[src/rtl/op_tx_scheduler.sv]
// Purpose: arbitrates power-on / mic / keyboard opcode packets and serialises the
//          winning 40-bit packet MSB-first on an idle-high line with start bit and gap.
// Latency: ack and start bit appear the cycle after the IDLE grant edge; frame is
//          (41+GAP_BITS)*BIT_CLKS cycles from capture to IDLE.
// Backpressure: requesters hold req until their one-cycle ack; no grants outside IDLE.
//
// Ports:
//   clk, rst_n                    clock, asynchronous active-low reset
//   poweron_req                   level; each rising edge requests one power-on packet
//   kbd_req/kbd_is_mouse/kbd_data keyboard/mouse request and payload, kbd_ack pulse out
//   mic_req/mic_data              microphone request and payload, mic_ack pulse out
//   tx_out                        serial line (idle high)
//   busy                          high whenever a frame is in progress
//   last_src                      0 none, 1 power-on, 2 mic, 3 kbd
module op_tx_scheduler #(
  parameter int BIT_CLKS = 4,
  parameter int GAP_BITS = 2
) (
  input  logic        clk,
  input  logic        rst_n,
  input  logic        poweron_req,
  input  logic        kbd_req,
  input  logic        kbd_is_mouse,
  input  logic [15:0] kbd_data,
  output logic        kbd_ack,
  input  logic        mic_req,
  input  logic [31:0] mic_data,
  output logic        mic_ack,
  output logic        tx_out,
  output logic        busy,
  output logic [1:0]  last_src
);

  localparam int              GAP_CLKS = GAP_BITS * BIT_CLKS;
  localparam int              GW       = $clog2(GAP_CLKS + 1);
  localparam logic [7:0]      BIT_LAST = 8'(BIT_CLKS - 1);
  localparam logic [GW-1:0]   GAP_LAST = GW'(GAP_CLKS - 1);
  localparam logic [5:0]      BIT_MAX  = 6'd39;

  typedef enum logic [1:0] {IDLE, START, DATA, GAP} state_t;

  state_t        state;
  state_t        state_nxt;

  logic [39:0]   shift;
  logic [7:0]    bit_tmr;
  logic [5:0]    bit_cnt;
  logic [GW-1:0] gap_cnt;
  logic          po_q;
  logic          po_pend;
  logic          rr_mic;     // 1: mic wins a mic/kbd tie

  logic          po_rise;
  logic          po_want;
  logic          gnt_po;
  logic          gnt_mic;
  logic          gnt_kbd;
  logic          grant;
  logic          bit_end;
  logic [39:0]   pkt;

  assign po_rise = poweron_req & ~po_q;
  // Include the edge seen this cycle so a power-on rising together with
  // other requests still wins immediately.
  assign po_want = po_pend | po_rise;
  assign bit_end = (bit_tmr == BIT_LAST);
  assign grant   = gnt_po | gnt_mic | gnt_kbd;
  assign busy    = (state != IDLE);

  // Arbitration, only meaningful in IDLE
  always_comb begin
    gnt_po  = 1'b0;
    gnt_mic = 1'b0;
    gnt_kbd = 1'b0;
    if (state == IDLE) begin
      if (po_want) begin
        gnt_po = 1'b1;
      end else if (mic_req && kbd_req) begin
        gnt_mic = rr_mic;
        gnt_kbd = ~rr_mic;
      end else begin
        gnt_mic = mic_req;
        gnt_kbd = kbd_req;
      end
    end
  end

  // Packet builder for the winner
  always_comb begin
    pkt = 40'hC671000000;
    if (gnt_mic) begin
      pkt = {8'hC7, mic_data};
    end else if (gnt_kbd) begin
      pkt = {8'hC6, (kbd_is_mouse ? 8'h01 : 8'h10), 8'h00, kbd_data};
    end
  end

  // FSM state register
  always_ff @(posedge clk or negedge rst_n) begin
    if (!rst_n) begin
      state <= IDLE;
    end else begin
      state <= state_nxt;
    end
  end

  // FSM next state and line output; tx_out decodes registered state only,
  // so reset forces the line high without waiting for a clock.
  always_comb begin
    state_nxt = state;
    tx_out    = 1'b1;
    unique case (state)
      IDLE: begin
        if (grant) state_nxt = START;
      end
      START: begin
        tx_out = 1'b0;
        if (bit_end) state_nxt = DATA;
      end
      DATA: begin
        tx_out = shift[39];
        if (bit_end && (bit_cnt == BIT_MAX)) state_nxt = GAP;
      end
      GAP: begin
        if (gap_cnt == GAP_LAST) state_nxt = IDLE;
      end
      default: begin
        state_nxt = IDLE;
      end
    endcase
  end

  // Datapath: edge detect, pointer, acks, shifter and counters
  always_ff @(posedge clk or negedge rst_n) begin
    if (!rst_n) begin
      po_q     <= 1'b0;
      po_pend  <= 1'b0;
      rr_mic   <= 1'b1;
      kbd_ack  <= 1'b0;
      mic_ack  <= 1'b0;
      last_src <= 2'd0;
      shift    <= 40'd0;
      bit_tmr  <= 8'd0;
      bit_cnt  <= 6'd0;
      gap_cnt  <= '0;
    end else begin
      po_q <= poweron_req;

      // A grant consumes any edges collected so far, including this cycle's
      if (gnt_po) begin
        po_pend <= 1'b0;
      end else if (po_rise) begin
        po_pend <= 1'b1;
      end

      kbd_ack <= gnt_kbd;
      mic_ack <= gnt_mic;

      if (gnt_mic) begin
        rr_mic <= 1'b0;
      end else if (gnt_kbd) begin
        rr_mic <= 1'b1;
      end

      if (grant) begin
        shift    <= pkt;
        last_src <= gnt_po ? 2'd1 : (gnt_mic ? 2'd2 : 2'd3);
      end else if ((state == DATA) && bit_end) begin
        shift <= {shift[38:0], 1'b0};
      end

      if ((state == START) || (state == DATA)) begin
        bit_tmr <= bit_end ? 8'd0 : bit_tmr + 8'd1;
      end else begin
        bit_tmr <= 8'd0;
      end

      if (state == DATA) begin
        if (bit_end) begin
          bit_cnt <= (bit_cnt == BIT_MAX) ? 6'd0 : bit_cnt + 6'd1;
        end
      end else begin
        bit_cnt <= 6'd0;
      end

      if (state == GAP) begin
        gap_cnt <= (gap_cnt == GAP_LAST) ? '0 : gap_cnt + GW'(1);
      end else begin
        gap_cnt <= '0;
      end
    end
  end

endmodule

[config.mk]
export PLATFORM = sky130hd
export DESIGN_NAME = op_tx_scheduler
export DESIGN_NICKNAME = d
export VERILOG_FILES = /design/src/rtl/op_tx_scheduler.sv
export SDC_FILE = /design/constraint.sdc
export NUM_CORES = 1
export LEC_CHECK = 0
export CAP_MARGIN = 0
export CORE_ASPECT_RATIO = 0.9
export CORE_MARGIN = 3
export CORE_UTILIZATION = 47
export DETAILED_ROUTE_END_ITERATION = 8
export PLACE_DENSITY_LB_ADDON = 0.05
export SYNTH_ARGS = -nofsm -noshare
export SYNTH_HDL_FRONTEND = slang
export SYNTH_SLANG_ARGS = --single-unit
[constraint.sdc]
create_clock -name clk -period 2.5 [get_ports clk]
set_clock_uncertainty 0.1 [all_clocks]
set_input_delay 0.5 -clock clk [delete_from_list [all_inputs] [get_ports clk]]
set_output_delay 0.5 -clock clk [all_outputs]
set_load 0.1 [all_outputs]
==> results by group, run 1 <==
Synthesis
  – Total of flip-flops plus latches after synthesis: 67
  – Number of flops mapped to enable cells by yosys: 0
  – Ys async rst share: 100.0%
  – Sequential share of the synthesized area: a little over half
  – Cell type with the highest aggregate area in the netlist: dfrtp_1
  – Post-synth net total: roughly 370
  – Count of warnings emitted by yosys: 0
  – Gate count after technology mapping: about 300
  – Average instance area after synthesis: about 10 um2
  – Distinct cells, synth: 44
  – Top area cells in the synthesized netlist: dfrtp_1 (52%), mux2i_1 (4.7%), a2bb2oi_1 (4.1%)
  – Primary FF master, synth: dfrtp_1
  – Synthesized cell area: roughly 0.0032 mm2
  – Proportion of netlist area held by the largest area contributor: 51.87%

Cells and area
  – Summed area of non-filler cells in the final layout: 0.004227 mm2
  – Area growth, synth to finish: 32.73%
  – Net count, final: 443
  – Share of post-route cells with drive strength above 1: 13.44%
  – Layout filler cell count: between 500 and 600
  – Antenna cells: 0

Clock tree
  – Clock tree from TritonCTS: built
  – Clk buf depth: 2
  – Clock-pin slew on the worst setup and hold paths: 0.07 ns
  – Clk_lat worst skew: 0.33 ns
  – Count of hold-fix buffers inserted at cts: 0
  – Total CTS buffers: 9
  – Cell chosen for the clock root: clkbuf_8
  – Post-cts repair resize count: 0
  – Deepest level of the CTS H-tree: 3
  – Number of post-CTS setup repair buffers: 0
  – Clock sink total: 67

Place
  – Final weighted congestion in routability-driven placement: 0.8298
  – Detailed Place HPWL: 5006 um
  – Buffers on Ports: 59
  – DP Area: 0.004035 mm2

Power
  – Flop pwr share: 51.9%
  – Clock network fraction of design power: 40.2%
  – Highest ir drop seen on vdd: 321.2 uV
  – Design internal power: about 1.7 mW
  – Switching Power: between 0.4 and 0.5 mW
  – Combinational group share of total power: approximately 7.9%
  – Leakage: between 1.5 and 2 nW
  – PwrDens: between 500 and 600 mW/mm2
  – Switching Fraction: 21.54%

STA
  – Slew at the pin with the worst max-slew slack: 0.4947 ns
  – Setup repair after global routing missed its margin: false
  – Final number of hold-violating endpoints: 0
  – Final Critical Period: between 2 and 2.5 ns
  – Peak Freq: 0.4201 GHz
  – Accumulated negative setup slack: 0 ns
  – Slew Limit Fails: 0
  – Normalized max-slew margin: 67.02%
  – Final critical-path share of the clock period: 95.21%
  – Final setup fails: 0

Global route
  – Pin count of the biggest net entering global routing: just under 70
  – Via count of the first global-routing pass: 2513
  – Initial antenna violation count: 0
  – Global-route usage over all layers: 19.25%
  – Wire length of the first global-routing pass: about 12000 um
  – Leftover overflow at the end of global routing: 0

Worst setup path
  – Sort of element at the start of the critical path: register
  – Crit. Startpoint: bit_tmr[0]
  – Type of the setup path with the least slack: reg2reg
  – Worst R2R Start: bit_tmr[0]
  – Signal arrival time at the worst endpoint: 2.50 ns
  – Critical Path End Type: register
  – Data required time of the worst path: 2.62 ns
  – Largest fanout on the critical path: 7

Die
  – I/O pin total: 60
  – Die Wd: slightly above 90 um
  – Height of the die: between 80 and 90 um
  – Initial core utilization: 50.14%
  – Total core area: 0.006351 mm2
  – Area of the die: 0.007800 mm2
  – Placement Rows: 27

Detailed routing
  – Vias after detailed routing: 2569
  – Iter 0 DRT Violations: 174
  – Pre-Repair DR Iteration Count: 4
  – Wire per inst: ~15 um
  – Total Wirelength: 7113 um
  – DRC errors left: 0
  – Antenna-violating nets left: 0
  – Average via count per standard cell: ~5.4

Status
  – Status: completed

Flow run
  – # Max-Cap Violations: 0

Hold path
  – Worst min-delay path class: in2async
cells by family after synthesis:
logic type      count (synthesis)  share of synthesized area (%)
flops                          67                          52.69
mux                            16                          5.069
simple gates                   88                          13.05
compound gates                 93                          19.96
xor+xnor                       10                          2.751
fa+ha+maj                       7                          2.750
buf+inv                        23                          3.733
layout by cell type, fill, tap and decap left out, types with 2 or more instances in the layout:
| cell type | n |
|---|---|
| dfrtp_1 | 66 |
| clkdlybuf4s50_1 | 52 |
| nand2_1 | 35 |
| nor2_1 | 24 |
| buf_4 | 23 |
| o21ai_0 | 16 |
| a22oi_1 | 16 |
| a2bb2oi_1 | 15 |
| mux2i_1 | 15 |
| o22ai_1 | 15 |
| nand3_1 | 12 |
| a21oi_1 | 11 |
| clkbuf_8 | 10 |
| xor2_1 | 9 |
| inv_1 | 8 |
| ha_1 | 7 |
| buf_12 | 6 |
| a21o_1 | 4 |
| and2_1 | 4 |
| clkbuf_1 | 4 |
| o2bb2ai_1 | 3 |
| nand4_1 | 3 |
| and3_1 | 2 |
| a22o_1 | 2 |
area by class of cell:
| cell class | instances | area, um2 | area share, % |
|---|---|---|---|
| Clock inverter | 2 | 35.03 | 0.8289 |
| Timing Repair Buffer | 82 | 818.3 | 19.36 |
| Multi-Input combinational cell | 214 | 1404 | 33.22 |
| Tap cell | 87 | 108.9 | 2.575 |
| Inverter | 8 | 30.03 | 0.7105 |
| Clock buffer | 14 | 152.6 | 3.612 |
| Sequential cell | 67 | 1678 | 39.70 |
critical path, stage by stage, from the launching register on:
cell and delay [ns]:
dfrtp_1 0.35, ha_1 0.16, or4b_1 0.47, or4_4 0.49, buf_4 0.19, nand2_1 0.09
nand4_1 0.12, mux2_2 0.30
flip-flops by register name, summed over array words and instances, names as in the netlist:
signal and count:
bit_cnt 6, bit_tmr 8, gap_cnt 4, kbd_ack 1, last_src 2, mic_ack 1
po_pend 1, po_q 1, rr_mic 1, shift 40, state 2
stage by stage:
| stage | power (mW) | std cells | worst slack [ns] | hold slack [ns] | utilization (%) |
|---|---|---|---|---|---|
| floorplan | 1.189 | 304 | 0.06175 | 0.1044 | - |
| finish | 2.166 | 474 | 0.1198 | 0.08739 | 66.55 |
| CTS | 2.186 | 474 | 0.01212 | 0.09102 | 66.49 |
| detailed placement | 1.317 | 458 | 0.02685 | 0.3525 | 63.53 |
| global route | 2.260 | 474 | 0.01775 | 0.1002 | 66.55 |
| global placement | 1.314 | 458 | 0.09865 | 0.3465 | 63.53 |
layer usage:
layer / share of wire (%) / wire, um / global-route usage, %
met5: 0 / 0 / 0
met4: 1.2 / 87 / 6.125
met3: 6.2 / 443 / 4.328
met2: 43 / 3081 / 27.60
met1: 49 / 3501 / 28.84
cells in the mapped netlist (2+ instances only):
cell type and count:
a21o_1 4, a21oi_1 12, a22o_1 2, a22oi_1 16, a2bb2oi_1 15, and2_1 4
and3_1 2, buf_6 2, clkbuf_1 10, dfrtp_1 66, ha_1 7, inv_1 8
mux2i_1 15, nand2_1 35, nand3_1 12, nand4_1 3, nor2_1 24, o21ai_0 17
o22ai_1 15, o2bb2ai_1 3, xor2_1 9
power by group through the flow:
stage | clock network [mW] | registers [mW] | logic [mW]
finish | 0.871 | 1.12 | 0.172
global route | 0.948 | 1.13 | 0.186
floorplan | 0 | 1.15 | 0.0375
CTS | 0.887 | 1.12 | 0.175
detailed placement | 0 | 1.14 | 0.174
global placement | 0 | 1.14 | 0.172
final timing paths:
path | endpoint | slack [ns] | depth (start not counted)
max | state[1] | 0.12 | 7
min | shift[18] | 0.09 | 2
max reg2reg | state[1] | 0.12 | 7
min reg2reg | gap_cnt[0] | 0.37 | 1
max in group asynchronous | rr_mic | 1.89 | 2
min in group clk | gap_cnt[0] | 0.37 | 1
Note: power is estimated with default switching activity, not from simulation.
==> inputs of run 2 (changes only) <==
--- a/config.mk
+++ b/config.mk
@@ -7,7 +7,7 @@
 export LEC_CHECK = 0
 export CAP_MARGIN = 0
 export CORE_ASPECT_RATIO = 0.9
-export CORE_MARGIN = 3
+export CORE_MARGIN = 1.5
 export CORE_UTILIZATION = 47
 export DETAILED_ROUTE_END_ITERATION = 8
 export PLACE_DENSITY_LB_ADDON = 0.05
==> run 2 against run 1 <==
Global-route usage rose by 1.5 points; combinational power barely moved; via count rose by 0.43%; critical endpoint unchanged; largest power group unchanged.
==> results by group, run 2 (synthesis gave the netlist of run 1 again) <==
Power
  – PwrDens: 512.5 mW/mm2 (about the same)
  – Leakage: 1.845 nW (+0.56%)
  – Highest ir drop seen on vdd: 327.2 uV (+1.9%)

Clock tree
  – Deepest level of the CTS H-tree: 3 (unchanged)
  – Total CTS buffers: 9 (unchanged)
  – Clock-pin slew on the worst setup and hold paths: 0.08 ns (about the same)
  – Number of post-CTS setup repair buffers: 0 (unchanged)
  – Cell chosen for the clock root: clkbuf_8
  – Clk_lat worst skew: 0.35 ns (+0.02 ns)
  – Clock sink total: 67 (unchanged)
  – Clock tree from TritonCTS: built
  – Clk buf depth: 2 (unchanged)

STA
  – Peak Freq: 0.4221 GHz (+0.48%)
  – Accumulated negative setup slack: 0 ns (unchanged)
  – Worst hold-check slack: 0.05246 ns (-0.03493 ns)
  – Normalized max-slew margin: 66.95% (-0.074 points)
  – Final number of hold-violating endpoints: 0 (unchanged)
  – Final Critical Period: 2.369 ns (-0.01128 ns)
  – Final setup fails: 0 (unchanged)
  – Slew at the pin with the worst max-slew slack: 0.4958 ns (+0.001110 ns)
  – Final critical-path share of the clock period: 94.76% (-0.45 points)
  – Setup repair after global routing missed its margin: false
  – Slew Limit Fails: 0 (unchanged)

Global route
  – Pin count of the biggest net entering global routing: 68 (unchanged)
  – Wire length of the first global-routing pass: 11860 um (-1.3%)
  – Global-route usage over all layers: 20.79% (+1.5 points)
  – Via count of the first global-routing pass: 2607 (+3.7%)
  – Initial antenna violation count: 0 (unchanged)
  – Leftover overflow at the end of global routing: 0 (unchanged)

Place
  – Buffers on Ports: 59 (unchanged)
  – DP Area: 0.004041 mm2 (+0.16%)
  – Detailed Place HPWL: 4828 um (-3.6%)
  – Final weighted congestion in routability-driven placement: 0.7741 (-6.7%)

Detailed routing
  – Average via count per standard cell: 5.386 (-0.62%)
  – Total Wirelength: 6878 um (-3.3%)
  – DRC errors left: 0 (unchanged)
  – Iter 0 DRT Violations: 149 (-14%)
  – Pre-Repair DR Iteration Count: 4 (unchanged)
  – Uppermost layer routed: met4
  – Antenna-violating nets left: 0 (unchanged)
  – Metal1 wirelength: 3186 um (-9.0%)
  – Detail Route met3 WL: 417 um (-5.9%)
  – Vias after detailed routing: 2580 (+0.43%)
  – Wire per inst: 14.36 um (-4.3%)
  – Metal2 WL: 3179 um (+3.2%)

Die
  – Total core area: 0.006551 mm2 (+3.2%)
  – Initial core utilization: 48.61% (-1.5 points)
  – Height of the die: 81.09 um (-3.6%)
  – Die Wd: 89.77 um (-3.2%)
  – Area of the die: 0.007279 mm2 (-6.7%)
  – I/O pin total: 60 (unchanged)
  – Placement Rows: 28 (+3.7%)

Worst setup path
  – Largest fanout on the critical path: 5 (-2)
  – Data required time of the worst path: 2.63 ns (about the same)
  – Critical Path End Type: register
  – Sort of element at the start of the critical path: register
  – Signal arrival time at the worst endpoint: 2.50 ns (about the same)
  – Type of the setup path with the least slack: reg2reg

Hold path
  – Worst min-delay path class: in2async

Flow run
  – # Max-Cap Violations: 0 (unchanged)

Cells and area
  – Number of flip-flops under the largest register name: 40 (unchanged)
  – Most common cell after layout, fill and taps aside: dfrtp_1
  – Antenna cells: 0 (unchanged)
  – Commonest cells after routing, fill and taps aside: dfrtp_1 (66), clkdlybuf4s50_1 (52), nand2_1 (35)
  – Reg with most FFs: shift
  – Largest regs: shift: 40 flops, bit_tmr: 8 flops, bit_cnt: 6 flops
  – Net count, final: 445 (+0.45%)
  – Share of post-route cells with drive strength above 1: 15.17% (+1.7 points)
  – Summed area of non-filler cells in the final layout: 0.004242 mm2 (+0.36%)
  – Area growth, synth to finish: 33.20%

Status
  – Status: completed
run 2: changes by cell type in the layout (fill, tap and decap cells not counted):
cell and delta:
clkbuf_1 -4, buf_4 +3, clkinv_2 +2, clkinvlp_4 +2
buf_12 -1, clkbuf_8 -1, clkinv_4 +1, or4b_1 -1
or4b_4 +1
run 2: path summary, 6_finish.rpt:
check | start | endpoint | slack, ns | cells past startpoint
setup / recovery | bit_tmr[0] | state[1] | 0.13 | 7
hold / removal | rst_n | mic_ack | 0.05 | 2
setup reg to reg | bit_tmr[0] | state[1] | 0.13 | 7
hold reg to reg | gap_cnt[0] | gap_cnt[0] | 0.37 | 1
max in group asynchronous | rst_n | rr_mic | 1.91 | 2
min in group clk | gap_cnt[0] | gap_cnt[0] | 0.37 | 1
run 2: layout make-up:
| cell class | instances | area, um2 |
|---|---|---|
| clock inverters | 7 | 68.82 |
| clock buffers | 9 | 123.9 |
| well taps | 90 | 112.6 |
| multi-input cells | 214 | 1408 |
| repair buffers | 84 | 820.8 |
| inverters | 8 | 30.03 |
| flip-flops and latches | 67 | 1678 |
| fillers | 594 | 2310 |
run 2: through the flow:
step	cells	util (%)	setup WS, ns	total power [mW]
4_1_cts	479	64.69	0.1114	2.196
6_report	479	64.74	0.1311	2.174
5_1_grt	479	64.74	0.02284	2.262
3_3_place_gp	463	61.69	0.07407	1.314
3_5_place_dp	463	61.69	-0.01015	1.317
2_1_floorplan	304	-	0.06175	1.189
run 2: routing by layer:
metal | up-vias | global-route usage [%]
li1 | 1262 | -
met1 | 1240 | 25.72
met2 | 68 | 35.34
met3 | 10 | 6.554
met4 | 0 | 6.349
met5 | - | 0
run 2: where the power goes:
part	switching, mW	total, mW	internal (mW)
Clock	0.424	0.880	0.456
Combinational	0.0694	0.170	0.101
Sequential	0.0146	1.12	1.11
run 2: what timing repair did:
action	CTS	global route
resized for setup	1	1
hold buffers	0	0
endpoints found under the setup margin	2	1
cloned	0	0
run 2: critical path, stage by stage (launching register included):
cell and delay (ns):
dfrtp_1 0.35, ha_1 0.17, or4b_4 0.48, or4_4 0.50, buf_4 0.18, nand2_1 0.08, nand4_1 0.12, mux2_2 0.29
==> inputs of run 3 (changes only) <==
--- a/config.mk
+++ b/config.mk
@@ -9,6 +9,7 @@
 export CORE_ASPECT_RATIO = 0.9
 export CORE_MARGIN = 1.5
 export CORE_UTILIZATION = 47
+export CTS_CLUSTER_DIAMETER = 120
 export DETAILED_ROUTE_END_ITERATION = 8
 export PLACE_DENSITY_LB_ADDON = 0.05
 export SYNTH_ARGS = -nofsm -noshare
==> results of run 3 <==
Same layout as run 2: the final DEF is identical, and so are final timing and power.
